### src/rtl/fifo_pkg.sv
// Gray/binary pointer helpers shared by the write- and read-side FIFO controllers.
// Functions work on a fixed wide vector. Callers zero-extend narrower pointers and keep
// the low bits of the result. Zero-extension does not change the low bits of either mapping.
package fifo_pkg;

  localparam int unsigned PtrMaxW = 16;

  typedef logic [PtrMaxW-1:0] ptr_wide_t;

  function automatic ptr_wide_t bin2gray(input ptr_wide_t b);
    return b ^ (b >> 1);
  endfunction

  function automatic ptr_wide_t gray2bin(input ptr_wide_t g);
    ptr_wide_t b;
    b[PtrMaxW-1] = g[PtrMaxW-1];
    for (int i = PtrMaxW - 2; i >= 0; i--) begin
      b[i] = b[i+1] ^ g[i];
    end
    return b;
  endfunction

endpackage

### src/rtl/fifo_w_ctrl.sv
// Write-domain pointer/flag controller of the asynchronous FIFO. Owns the binary write
// pointer and publishes its registered Gray form. Derives full, almost-full, fill level
// and a sticky overflow flag from the read pointer synchronized into this domain.
module fifo_w_ctrl
  import fifo_pkg::*;
#(
  parameter int unsigned Addr_Size = 3,
  parameter int unsigned AF_Thresh = 6
) (
  input  logic                 W_CLK,
  input  logic                 W_RST,
  input  logic                 W_INC,
  input  logic                 OVF_CLR,
  input  logic [Addr_Size:0]   GR_Ptr_Syn,
  output logic [Addr_Size-1:0] W_Addr,
  output logic                 W_CLKEN,
  output logic [Addr_Size:0]   GW_Ptr,
  output logic                 FIFO_Full,
  output logic                 Almost_Full,
  output logic [Addr_Size:0]   W_Level,
  output logic                 Overflow
);

  localparam int unsigned PW = Addr_Size + 1;

  logic [PW-1:0] address_q;
  logic [PW-1:0] gw_ptr_q;
  logic [PW-1:0] level_q;
  logic          almost_full_q;
  logic          overflow_q;

  ptr_wide_t     gray_wide;
  ptr_wide_t     rbin_wide;
  logic [PW-1:0] gray_now;
  logic [PW-1:0] rbin;
  logic [PW-1:0] full_cmp;
  logic [PW-1:0] level_d;
  logic          full;
  logic          wr_en;

  // Upper bits of the wide helper results are always zero.
  logic [PtrMaxW-PW-1:0] unused_gray_hi;
  logic [PtrMaxW-PW-1:0] unused_rbin_hi;

  assign gray_wide      = bin2gray(PtrMaxW'(address_q));
  assign rbin_wide      = gray2bin(PtrMaxW'(GR_Ptr_Syn));
  assign gray_now       = gray_wide[PW-1:0];
  assign rbin           = rbin_wide[PW-1:0];
  assign unused_gray_hi = gray_wide[PtrMaxW-1:PW];
  assign unused_rbin_hi = rbin_wide[PtrMaxW-1:PW];

  // Full when the write pointer is exactly one lap ahead: top two Gray bits inverted.
  assign full_cmp = {~GR_Ptr_Syn[Addr_Size:Addr_Size-1], GR_Ptr_Syn[Addr_Size-2:0]};
  assign full     = (gray_now == full_cmp);

  // Suppressed during reset so a held write request cannot strobe the memory.
  assign wr_en   = W_INC & ~full & ~W_RST;

  // Uses the pre-increment address. The read pointer is stale, so this level never
  // under-reports the fill.
  assign level_d = address_q - rbin;

  assign W_Addr      = address_q[Addr_Size-1:0];
  assign W_CLKEN     = wr_en;
  assign GW_Ptr      = gw_ptr_q;
  assign FIFO_Full   = full;
  assign Almost_Full = almost_full_q;
  assign W_Level     = level_q;
  assign Overflow    = overflow_q;

  // Write pointer, its Gray copy and the registered level flags.
  always_ff @(posedge W_CLK) begin
    if (W_RST) begin
      address_q     <= '0;
      gw_ptr_q      <= '0;
      level_q       <= '0;
      almost_full_q <= 1'b0;
    end else begin
      if (wr_en) begin
        address_q <= address_q + 1'b1;
      end
      gw_ptr_q      <= gray_now;
      level_q       <= level_d;
      almost_full_q <= (level_d >= PW'(AF_Thresh));
    end
  end

  // Sticky overflow: a new overflow event wins over a same-cycle clear.
  always_ff @(posedge W_CLK) begin
    if (W_RST) begin
      overflow_q <= 1'b0;
    end else if (W_INC && full) begin
      overflow_q <= 1'b1;
    end else if (OVF_CLR) begin
      overflow_q <= 1'b0;
    end
  end

endmodule

### config.mk
export PLATFORM = sky130hd
export DESIGN_NAME = fifo_w_ctrl
export DESIGN_NICKNAME = d
export VERILOG_FILES = /design/src/rtl/fifo_pkg.sv /design/src/rtl/fifo_w_ctrl.sv
export SDC_FILE = /design/constraint.sdc
export NUM_CORES = 1
export LEC_CHECK = 0
export ABC_AREA = 1
export ABC_CLOCK_PERIOD_IN_PS = 1990
export CAP_MARGIN = 40
export CORE_MARGIN = 8
export CORE_UTILIZATION = 40
export CTS_CLUSTER_DIAMETER = 200
export DETAILED_ROUTE_END_ITERATION = 10
export PLACE_DENSITY_LB_ADDON = 0.08
export RECOVER_POWER = 100
export SETUP_SLACK_MARGIN = 0.2
export SLEW_MARGIN = 20
export SYNTH_ARGS = -nofsm -noshare
export SYNTH_HDL_FRONTEND = slang
export SYNTH_SLANG_ARGS = --single-unit
export TNS_END_PERCENT = 1
### constraint.sdc
create_clock -name W_CLK -period 1.99 [get_ports W_CLK]
set_clock_uncertainty 0.05 [all_clocks]
set_input_delay 0.398 -clock W_CLK [delete_from_list [all_inputs] [get_ports W_CLK]]
set_output_delay 0.398 -clock W_CLK [all_outputs]
set_load 0.05 [all_outputs]
Word level (Yosys, flattened, before mapping)

Cells that the tools add are included.
W data, S select, Z words.

Register bits after elaboration: 14
Latch bits: 0
RAM bits: 0
Bits in read-only memories: 0
Input bits: 8
Output and inout port bits: 15
Logic and storage cells: 22
Memories kept: 0

$add $sub $neg: 2
Multipliers: 0
Div/mod/pow operators: 0
Magnitude comparators: 1
Eq/ne operators: 1
Shifts and indexed selects: 0
Mux-type cells: 2
Bitwise logic cells: 9
Reduce and logical (&&, ||, !) cells: 2

Operators by type and width:

| cell                  | count |
|---|---|
| $add A4 B1 Y4 const B | 1 |
| $eq A4 B4 Y1          | 1 |
| $ge A4 B3 Y1 const B  | 1 |
| $sub A4 B4 Y4         | 1 |
| $xor A4 B3 Y4         | 1 |
| $xor A1 B1 Y1         | 3 |
| $and A1 B1 Y1         | 2 |
| $mux W1               | 2 |
| $not A1 Y1            | 2 |
| $not A2 Y2            | 1 |
| $reduce_bool A2 Y1    | 1 |
| $logic_and A1 B1 Y1   | 1 |

Logic depth before layout (Yosys ltp)

Gate-level depths: netlist of run 1.

Depth in word-level cells: 5
Gate-level depth with buffers: 11
Gate-level depth less buffers: 11

Worst setup path before layout of run 1

Ideal clock, no wire load.

Path kind: reg-to-output
From: register address_q[1]
To: output port W_CLKEN
Arrival time: 1.728 ns
Required time: 1.542 ns
Setup slack: -0.186 ns
Stages on the path, launching flop included: 10
Path buffers: 0
Path through: dfxtp_1 -> ha_1 -> inv_1 -> nand2_1 -> nand2_1 -> nand2_1 -> nor2_2 -> nand2_4 -> nand2_4 -> nor2_1

Longest elaborated chain between the ends: 5

Ends and longest elaborated chain:

| item                       | line              | source |
|---|---|---|
| start, declared            | fifo_w_ctrl.sv:26 | `logic [PW-1:0] address_q;` |
| start signal, assigned     | fifo_w_ctrl.sv:80 | `address_q <= address_q + 1'b1;` |
| $xor A4 B3 Y4              | fifo_pkg.sv:11    | `return b ^ (b >> 1);` |
| via gray_wide[0]           | fifo_w_ctrl.sv:32 | `ptr_wide_t gray_wide;` |
| $eq A4 B4 Y1               | fifo_w_ctrl.sv:54 | `assign full = (gray_now == full_cmp);` |
| $not A1 Y1                 | fifo_w_ctrl.sv:57 | `assign wr_en = W_INC & ~full & ~W_RST;` |
| $and A1 B1 Y1 (2 in a row) | fifo_w_ctrl.sv:57 |  |
| end, declared              | fifo_w_ctrl.sv:16 | `output logic W_CLKEN,` |

The timed path passes the listed nets, and every way through them passes these cells.

Final worst setup path of run 1

Ends and elaborated chain as after synthesis.

==> run summary, run 1 <==
Outcome - finished with violations
Failing checks - negative setup slack
Vias - 714
Max-slew violations - 0
Worst-path cell chain - ha_4 > inv_2 > nand2_2 > nand2_1 > nand2_1 > nor2_2 > nand2_4 > nand2_4 > nor2_4 > buf_12
Global route overflow - 0
DRC - 0
Vias in the first global route - 725
Wire per inst - 11.3 microns
Initial detailed-routing violation count - 5
Crit path launch - address_q[1]
Share of cells above drive strength 1 - 39.8%
Reg clk slew, reported paths - 90 ps
Initial cell density of the core - 40.8%
CP Launch Type - flop
Top area cells in the synthesized netlist - dfxtp_1 36%, nand2_1 11%, ha_1 8.1%
Core ar. - 1880 sq um
Comb pwr share - 39.9%
Number of flops mapped to enable cells by yosys - 0
Fin. Hold Viols - 0
IO buf count - 22
CTS Root Cell - clkbuf_4
Commonest cells in the netlist - 22 x nand2_1, 14 x dfxtp_1, 13 x inv_1, 9 x nor2_1
Depth of the CTS H-tree - 1
Hold Path Class - reg -> reg
Via density - 4.46
Hold Path Origin - Overflow
Cts bufs inserted - 3
All-Layer GR Usage - 11.6%
Multi-input logic area - 465 sq um
CP bufs+invs - 2
Cell accounting for the most synthesized area - dfxtp_1
RSZ-0062 raised after global routing - true
Pleak - 0.601 nW
Rel. slew slack - 60.1%
Initial antenna violation count - 0
FF+latch area - 287 sq um
Crit Reg-Reg Startpoint - address_q[1]
HPWL after DPL - 1380 microns
Design Area, Final - 1190 sq um
Final setup fails - 2
Critical Path RT - 1540 ps
Power density over the cells - 744 nW/um^2
Row count - 16
Die area - 3580 sq um
Post-synth cell types - 24
Mapped Avg Cell Area - 7.76 sq um
CP Data Arrival Time - 1620 ps
Placed Instances - 155
Routed WL - 1810 microns
Delay-heaviest family, CP - simple AND/OR/NAND/NOR gates
Final #Nets - 148
Fin cells - 160
Die span in x - 59.8 microns
Post-Syn Instances - 99
Final worst slack - -81.7 ps
Sw frac - 37.8%
Clk pwr share - 24.2%
Placed Instance Area - 1120 sq um
Largest net degree at the start of global routing - 12
CP max-delay cell - dfxtp_4
CP Class - reg -> out
Sequential share of power - 35.9%
CTS max path bufs - 2
TritonCTS clock tree - done
Top FF cell, synth - dfxtp_1
Post-synthesis cell area - 768 sq um
Fill count - 183
DR pass1 iterations - 3
Max incr delay on CP - 380 ps
# IOs - 23
Final ANT Viol Nets - 0
Top cell type's share of synthesized area - 36.5%
Tmin final - 2070 ps
Synth-to-layout area growth - 55.2%
Most numerous cell in the Yosys netlist - nand2_1
Clock Sinks - 14
Flops & latches, synth - 14
Die Y-Extent - 59.8 microns
Max Cap Violations - 0
Global-route wire length before repair - 3020 microns
Clock Latency Late Sink - 290 ps
Maximum clock rate - 483 MHz
CP max FO - 3
Internal Dissipation - 0.000551 W
Sw Pwr - 0.000336 W
Sequential share of the synthesized area - 36.5%
Total power - 0.000887 W
GP Congestion - 0.804
Worst-margin pin slew - 601 ps
Worst IR Drop VDD - 390 uV
Net Count, Synth - 113
Post-synthesis async set-or-reset flop share - 0%
Diode count - 0
Synth warn - 0
Part of the cycle the worst path needs - 104%
CP Capture Type - primary output
-- layout by cell type (no fill, tap or decap), drive strengths merged --
cell type / count
ha: 5
nand4: 2
nor2: 12
nand3b: 1
fa: 1
xor2: 2
o21ai: 2
dlygate4sd2: 11
inv: 18
o22ai: 1
o211ai: 1
a21oi: 4
nand2: 25
dfxtp: 14
nand3: 3
xnor2: 3
clkdlybuf4s50: 4
clkbuf: 5
buf: 19
-- metal layers --
metal	track usage, %	part of all wire, %	up-vias
li1	-	-	365
met1	10.5	40	327
met2	20.9	51	15
met3	3.01	5.2	7
met4	10.2	4.0	0
met5	0	0	-
-- worst reg2reg max path, stage by stage (launching register included) --
cell     delay, ps
dfxtp_4        380
ha_4           280
inv_2           40
nand2_2         40
nand2_1         50
nand2_1         90
nor2_2          50
nand2_4         90
nand2_4         60
buf_4          130
buf_4          120
o21ai_1        120
nor2_1          50
-- cell families after synthesis --
| family | Yosys count | share of synthesized area, % |
|---|---|---|
| compound gates | 8 | 6.68 |
| xor+xnor | 5 | 5.70 |
| fa+ha+maj | 6 | 10.7 |
| buf+inv | 23 | 13.2 |
| flops | 14 | 36.5 |
| simple gates | 43 | 27.2 |
-- worst paths after layout --
kind,endpoint,slack [ps],cells past startpoint
worst max-delay path,W_CLKEN,-80,10
worst max register to register,address_q[0],330,12
worst min-delay path,Overflow,430,2
worst min register to register,Overflow,430,2
-- power groups by stage --
stage / Sequential [W] / Combinational [W] / Clock [W]
floorplan: 0.000414 / 0.000139 / 0
global placement: 0.000323 / 0.000344 / 0
detailed placement: 0.000324 / 0.000351 / 0
CTS: 0.000319 / 0.000352 / 0.000221
global route: 0.000322 / 0.000376 / 0.000233
finish: 0.000318 / 0.000354 / 0.000214
-- what timing repair did --
action                                  in CTS  in global routing
endpoints found under the setup margin      16                  5
cloned                                       0                  0
setup buffers                                1                  0
hold buffers                                 0                  0
resized for setup                           30                  3
pin swaps                                    7                  5
-- final cells by class --
cell class	instances	area share, %
multi-input combinational	62	39.0
timing repair buffer	35	25.4
sequential	14	24.0
inverter	18	5.67
clock buffer	4	3.04
tap	27	2.83
-- sequential cells by signal, indices dropped and copies added (netlist names) --
register / cells
Almost_Full: 1
GW_Ptr: 4
Overflow: 1
W_Level: 4
address_q: 4
-- per-stage QoR --
| step | setup slack, ps | setup TNS, ps | hold slack [ps] | util [%] |
|---|---|---|---|---|
| 3_3_place_gp | -518 | -2130 | 417 | 59.5 |
| 4_1_cts | -65.7 | -86.1 | 435 | 63.7 |
| 2_1_floorplan | 25.3 | 0 | 431 | - |
| 5_1_grt | -141 | -249 | 464 | 63.4 |
| 3_5_place_dp | -593 | -2380 | 424 | 59.5 |
| 6_report | -81.7 | -104 | 430 | 63.4 |
No activity file was read; power rests on OpenSTA's default activity.
==> run 2: changes to the inputs <==
--- a/config.mk
+++ b/config.mk
@@ -12,7 +12,7 @@
 export CORE_UTILIZATION = 40
 export CTS_CLUSTER_DIAMETER = 200
 export DETAILED_ROUTE_END_ITERATION = 10
-export PLACE_DENSITY_LB_ADDON = 0.08
+export PLACE_DENSITY = 0.74
 export RECOVER_POWER = 100
 export SETUP_SLACK_MARGIN = 0.2
 export SLEW_MARGIN = 20
==> run 2 against run 1 <==
Compared with the run above:
- the run still ends with negative setup slack left
- utilization did not move
- global-route usage shrank 0.39 points
- flip-flop and latch count is the same
- power is 0.62% lower
- combinational power barely moved
- die area unchanged
- critical path type unchanged
- highest routed layer unchanged
==> run summary, run 2 (synthesized netlist as in run 1, its figures left out) <==
Outcome - finished with violations
Failing checks - negative setup slack
Worst hold stages - 2 (unchanged)
CP max-delay cell - dfxtp_4
TritonCTS clock tree - done
Worst Reg-to-Reg Cells - 12 (unchanged)
Tmin final - 2070 ps (-3.64 ps)
CP Data Arrival Time - 1620 ps (about the same)
Clock Latency Late Sink - 290 ps (about the same)
All-Layer GR Usage - 11.2% (-0.39 points)
Fill count - 185 (+1.1%)
Worst-margin pin slew - 609 ps (+8.05 ps)
Initial detailed-routing violation count - 15 (+10)
Rel. slew slack - 59.6% (-0.53 points)
Reg clk slew, reported paths - 90 ps (about the same)
Final setup fails - 2 (unchanged)
CP Launch Type - flop
Initial antenna violation count - 0 (unchanged)
CP max FO - 4 (+1)
Final worst slack - -78.1 ps (+3.64 ps)
Fin cells - 161 (+0.63%)
Pleak - 0.594 nW (-1.1%)
Clock Sinks - 14 (unchanged)
DRC - 0 (unchanged)
Share of cells above drive strength 1 - 36.6% (-3.3 points)
Hold Path Origin - Overflow
Worst-path cell chain - ha_4 > inv_2 > nand2_1 > nand2_1 > nand2_1 > nor2_2 > nand2_4 > nand2_4 > nor2_4 > buf_12
Critical Path RT - 1540 ps (about the same)
Min Hold Slack - 429 ps (-0.613 ps)
Fin. Hold Viols - 0 (unchanged)
Diode count - 0 (unchanged)
Vias - 719 (+0.70%)
Delay-heaviest family, CP - simple AND/OR/NAND/NOR gates
GP Congestion - 0.816 (+1.5%)
DR pass1 iterations - 4 (+1)
Wire per inst - 11.5 microns (+1.2%)
Max Cap Violations - 0 (unchanged)
# hold bufs at CTS - 0 (unchanged)
Sw Pwr - 0.000333 W (-0.78%)
CP Class - reg -> out
Crit Reg-Reg Startpoint - address_q[1]
Comb pwr share - 39.8% (about the same)
Synth-to-layout area growth - 55.2% (unchanged)
RSZ-0062 raised after global routing - true
Crit-path most repeated cell - nand2_1
Internal Dissipation - 0.000549 W (-0.53%)
Sequential share of power - 36.1% (+0.2 points)
Cts bufs inserted - 3 (unchanged)
Sw frac - 37.8% (-0.059 points)
Maximum clock rate - 484 MHz (+0.18%)
CTS max path bufs - 2 (unchanged)
HPWL after DPL - 1380 microns (-0.26%)
CP bufs+invs - 2 (unchanged)
Commonest non-fill, non-tap cell in the layout - nand2_1
RR Endpoint - address_q[0]
Total power - 0.000882 W (-0.62%)
Vias in the first global route - 726 (+0.14%)
Final TNS setup - -106 ps (-1.80 ps)
Worst IR Drop VDD - 365 uV (-6.2%)
IO buf count - 22 (unchanged)
Max incr delay on CP - 380 ps (about the same)
CP Capture Type - primary output
Die Y-Extent - 59.8 microns (unchanged)
Global route overflow - 0 (unchanged)
Placed Instances - 154 (-0.65%)
Largest net degree at the start of global routing - 12 (unchanged)
Final #Nets - 149 (+0.68%)
Hold Path Class - reg -> reg
Final ANT Viol Nets - 0 (unchanged)
Part of the cycle the worst path needs - 104% (-0.18 points)
Depth of the CTS H-tree - 1 (unchanged)
Hold EP - Overflow
Power density over the cells - 739 nW/um^2 (-0.62%)
Row count - 16 (unchanged)
Global-route wire length before repair - 3010 microns (-0.46%)
Most frequent cells in the layout - 21 x nand2_1, 15 x buf_4, 12 x dfxtp_1, 12 x inv_1, 11 x dlygate4sd2_1
Die span in x - 59.8 microns (unchanged)
Reg-to-reg slack, setup - 320 ps (about the same)
Core ar. - 1880 sq um (unchanged)
Die area - 3580 sq um (unchanged)
Initial cell density of the core - 40.8% (unchanged)
Clk pwr share - 24.1% (about the same)
# IOs - 23 (unchanged)
Routed WL - 1850 microns (+1.8%)
CTS Root Cell - clkbuf_4
Via density - 4.47 (about the same)
Max-slew violations - 0 (unchanged)
-- run 2: repair_timing --
| action | CTS | global route |
|---|---|---|
| cloned | 0 | 0 |
| setup endpoints to repair | 16 | 7 |
| pin swaps | 6 | 5 |
| resized for setup | 31 | 5 |
| buffers inserted | 3 | 0 |
-- run 2: power groups by stage --
| stage | Sequential, W | Clock [W] | Combinational [W] |
|---|---|---|---|
| 2_1_floorplan | 0.000414 | 0 | 0.000139 |
| 3_3_place_gp | 0.000324 | 0 | 0.000341 |
| 3_5_place_dp | 0.000326 | 0 | 0.000346 |
| 4_1_cts | 0.000319 | 0.000215 | 0.000347 |
| 5_1_grt | 0.000321 | 0.000238 | 0.000380 |
| 6_report | 0.000318 | 0.000213 | 0.000351 |
-- run 2: worst max-delay path by stage --
stage	slack [ps]	end	depth (start not counted)	startpoint
6_report	-80	W_CLKEN	10	address_q[1]
5_1_grt	-160	W_CLKEN	10	address_q[1]
4_1_cts	-90	W_CLKEN	9	address_q[1]
3_5_place_dp	-590	Almost_Full	9	GR_Ptr_Syn[2]
3_3_place_gp	-520	Almost_Full	9	GR_Ptr_Syn[3]
2_1_floorplan	30	Almost_Full	8	GR_Ptr_Syn[3]
-- run 2: layout make-up --
class	instances	area [sq um]	area share, %
inverters	18	67.6	5.67
flip-flops and latches	14	288	24.1
repair buffers	36	305	25.6
clock buffers	4	36.3	3.04
multi-input cells	62	462	38.7
well taps	27	33.8	2.83
-- run 2: stage by stage --
step           area (sq um)  util, %  worst slack (ps)
2_1_floorplan           797        -              25.3
3_3_place_gp           1110     59.1              -518
3_5_place_dp           1110     59.1              -593
4_1_cts                1200     63.6             -86.7
5_1_grt                1190     63.4              -156
6_report               1190     63.4             -78.1
-- run 2: layer usage --
| layer | up-vias | wire length (microns) | global-route usage, % |
|---|---|---|---|
| met4 | 0 | 7 | 6.80 |
| met5 | - | 0 | 0 |
| met2 | 13 | 997 | 19.8 |
| met1 | 335 | 759 | 11.1 |
| li1 | 369 | - | - |
| met3 | 2 | 81 | 3.66 |
-- run 2: worst min-delay path: cells and delay by family (launching register included) --
kind	cells	cell delay (ps)
AOI/OAI and AO/OA	1	50
and+or+nand+nor	1	70
DFF	1	320
==> run 3: changes to the inputs <==
--- a/config.mk
+++ b/config.mk
@@ -8,6 +8,7 @@
 export ABC_AREA = 1
 export ABC_CLOCK_PERIOD_IN_PS = 1990
 export CAP_MARGIN = 40
+export CORE_ASPECT_RATIO = 1.1
 export CORE_MARGIN = 8
 export CORE_UTILIZATION = 40
 export CTS_CLUSTER_DIAMETER = 200
==> run 3 against run 2 <==
Compared with the run above:
- the run still ends with negative setup slack left
- combinational power rose by 4%
- register-to-register slack barely moved
- first-iteration DRC count fell by 20%
- global-route usage fell by 0.29 points
==> run summary, run 3 (synthesized netlist as in run 1, its figures left out) <==
Outcome - finished with violations
Failing checks - negative setup slack
Tmin final - 2090 ps (+17.2 ps)
# IOs - 23 (unchanged)
Die Y-Extent - 62.0 microns (+3.6%)
CP max-delay cell - dfxtp_4
Max-slew violations - 0 (unchanged)
RSZ-0062 raised after global routing - true
Row count - 16 (unchanged)
Final setup fails - 2 (unchanged)
Rel. slew slack - 58.9% (-0.64 points)
Global route overflow - 0 (unchanged)
CTS max path bufs - 2 (unchanged)
All-Layer GR Usage - 11.0% (-0.29 points)
Die span in x - 57.8 microns (-3.4%)
Worst-margin pin slew - 618 ps (+9.70 ps)
Final #Nets - 150 (+0.67%)
Max incr delay on CP - 380 ps (about the same)
Diode count - 0 (unchanged)
Initial detailed-routing violation count - 12 (-3)
Worst-path cell chain - ha_4 > inv_2 > nand2_1 > nand2_1 > nand2_1 > nor2_2 > nand2_4 > nand2_4 > nor2_4 > buf_12
Wire per inst - 12.2 microns (+6.2%)
Clock Sinks - 14 (unchanged)
Fin. Hold Viols - 0 (unchanged)
Final TNS setup - -127 ps (-20.9 ps)
Reg clk slew, reported paths - 90 ps (about the same)
Vias in the first global route - 741 (+2.1%)
Post-place setup slack - -630 ps (-37.0 ps)
IO buf count - 22 (unchanged)
Delay-heaviest family, CP - simple AND/OR/NAND/NOR gates
Depth of the CTS H-tree - 1 (unchanged)
Clock Latency Late Sink - 290 ps (about the same)
CP Capture Type - primary output
CP max FO - 5 (+1)
Core ar. - 1800 sq um (-4.3%)
Cts bufs inserted - 3 (unchanged)
Share of cells above drive strength 1 - 40.0% (+3.4 points)
WL met1 - 732 microns (-3.6%)
Final ANT Viol Nets - 0 (unchanged)
DRC - 0 (unchanged)
Global-route wire length before repair - 3000 microns (-0.23%)
Initial cell density of the core - 42.6% (+1.8 points)
CTS Root Cell - clkbuf_4
CP bufs+invs - 2 (unchanged)
Final worst slack - -95.3 ps (-17.2 ps)
Hold Path Class - reg -> reg
Critical Path RT - 1540 ps (about the same)
TritonCTS clock tree - done
Routed wl met2 - 998 microns (+0.10%)
Commonest non-fill, non-tap cell in the layout - nand2_1
Worst IR Drop VDD - 505 uV (+38%)
# hold bufs at CTS - 0 (unchanged)
Die area - 3580 sq um (about the same)
Via density - 4.78 (+7.1%)
Maximum clock rate - 480 MHz (-0.82%)
CP Launch Type - flop
Most frequent cells in the layout - 21 x nand2_1, 16 x buf_4, 11 x dfxtp_1, 11 x dlygate4sd2_1, 10 x inv_1
Routed WL - 1860 microns (+0.92%)
Synth-to-layout area growth - 56.8%
HPWL after DPL - 1420 microns (+2.8%)
Vias - 732 (+1.8%)
Met3 Wirelength - 103 microns (+27%)
Top Metal Used - met4
Part of the cycle the worst path needs - 105% (+0.86 points)
Initial antenna violation count - 0 (unchanged)
CP Class - reg -> out
Pleak - 0.606 nW (+1.9%)
Largest net degree at the start of global routing - 12 (unchanged)
GP Congestion - 0.764 (-6.4%)
Max Cap Violations - 0 (unchanged)
CP Data Arrival Time - 1640 ps (+20 ps)
Power density over the cells - 743 nW/um^2 (+0.52%)
DR pass1 iterations - 4 (unchanged)
Crit-path most repeated cell - nand2_1
-- run 3: cell types whose count changed in the layout (fill, tap and decap cells not counted), sizes merged --
cell and change:
clkdlybuf4s50 -1, buf +2, clkdlybuf4s15 +1, clkbuf -1
-- run 3: tightest hold or removal path: stages (launching register included) --
cell     delay [ps]
dfxtp_1         320
nand2_1          80
a21oi_2          50
-- run 3: metal layers --
layer	vias to the layer above	track usage [%]
li1	372	-
met1	343	9.85
met2	14	22.5
met3	3	3.50
met4	0	4.20
met5	-	0
-- run 3: what timing repair did --
action | in CTS | in global routing
gates resized for setup | 24 | 18
buffers inserted | 3 | 2
pin swaps | 5 | 11
setup endpoints to repair | 16 | 6
endpoints found under the hold margin | 0 | 0
-- run 3: path summary, 6_finish.rpt --
path	cells after the start	end	start	slack, ps
hold / removal	2	Overflow	Overflow	430
setup / recovery	10	W_CLKEN	address_q[1]	-100
setup reg to reg	13	address_q[3]	address_q[0]	320
hold reg to reg	2	Overflow	Overflow	430
-- run 3: report_power, final --
group,internal [W],switching (W)
logic,0.000139,0.000227
registers,0.000308,0.00000988
clock network,0.000112,0.0000993
-- run 3: final cells by class --
type / count / area (sq um)
Fill cell: 155 / 597
Sequential cell: 14 / 289
Timing Repair Buffer: 37 / 330
Inverter: 18 / 67.6
Tap cell: 18 / 22.5
Multi-Input combinational cell: 62 / 459
Clock buffer: 4 / 36.3
-- run 3: stage by stage --
stage	cells	utilization [%]	total power [W]	cell area, sq um	hold slack (ps)
5_1_grt	153	66.9	0.000933	1200	457
4_1_cts	151	65.5	0.000884	1180	436
3_5_place_dp	144	60.7	0.000674	1090	425
2_1_floorplan	99	-	0.000553	797	431
6_report	153	66.9	0.000895	1200	431
3_3_place_gp	144	60.7	0.000663	1090	415
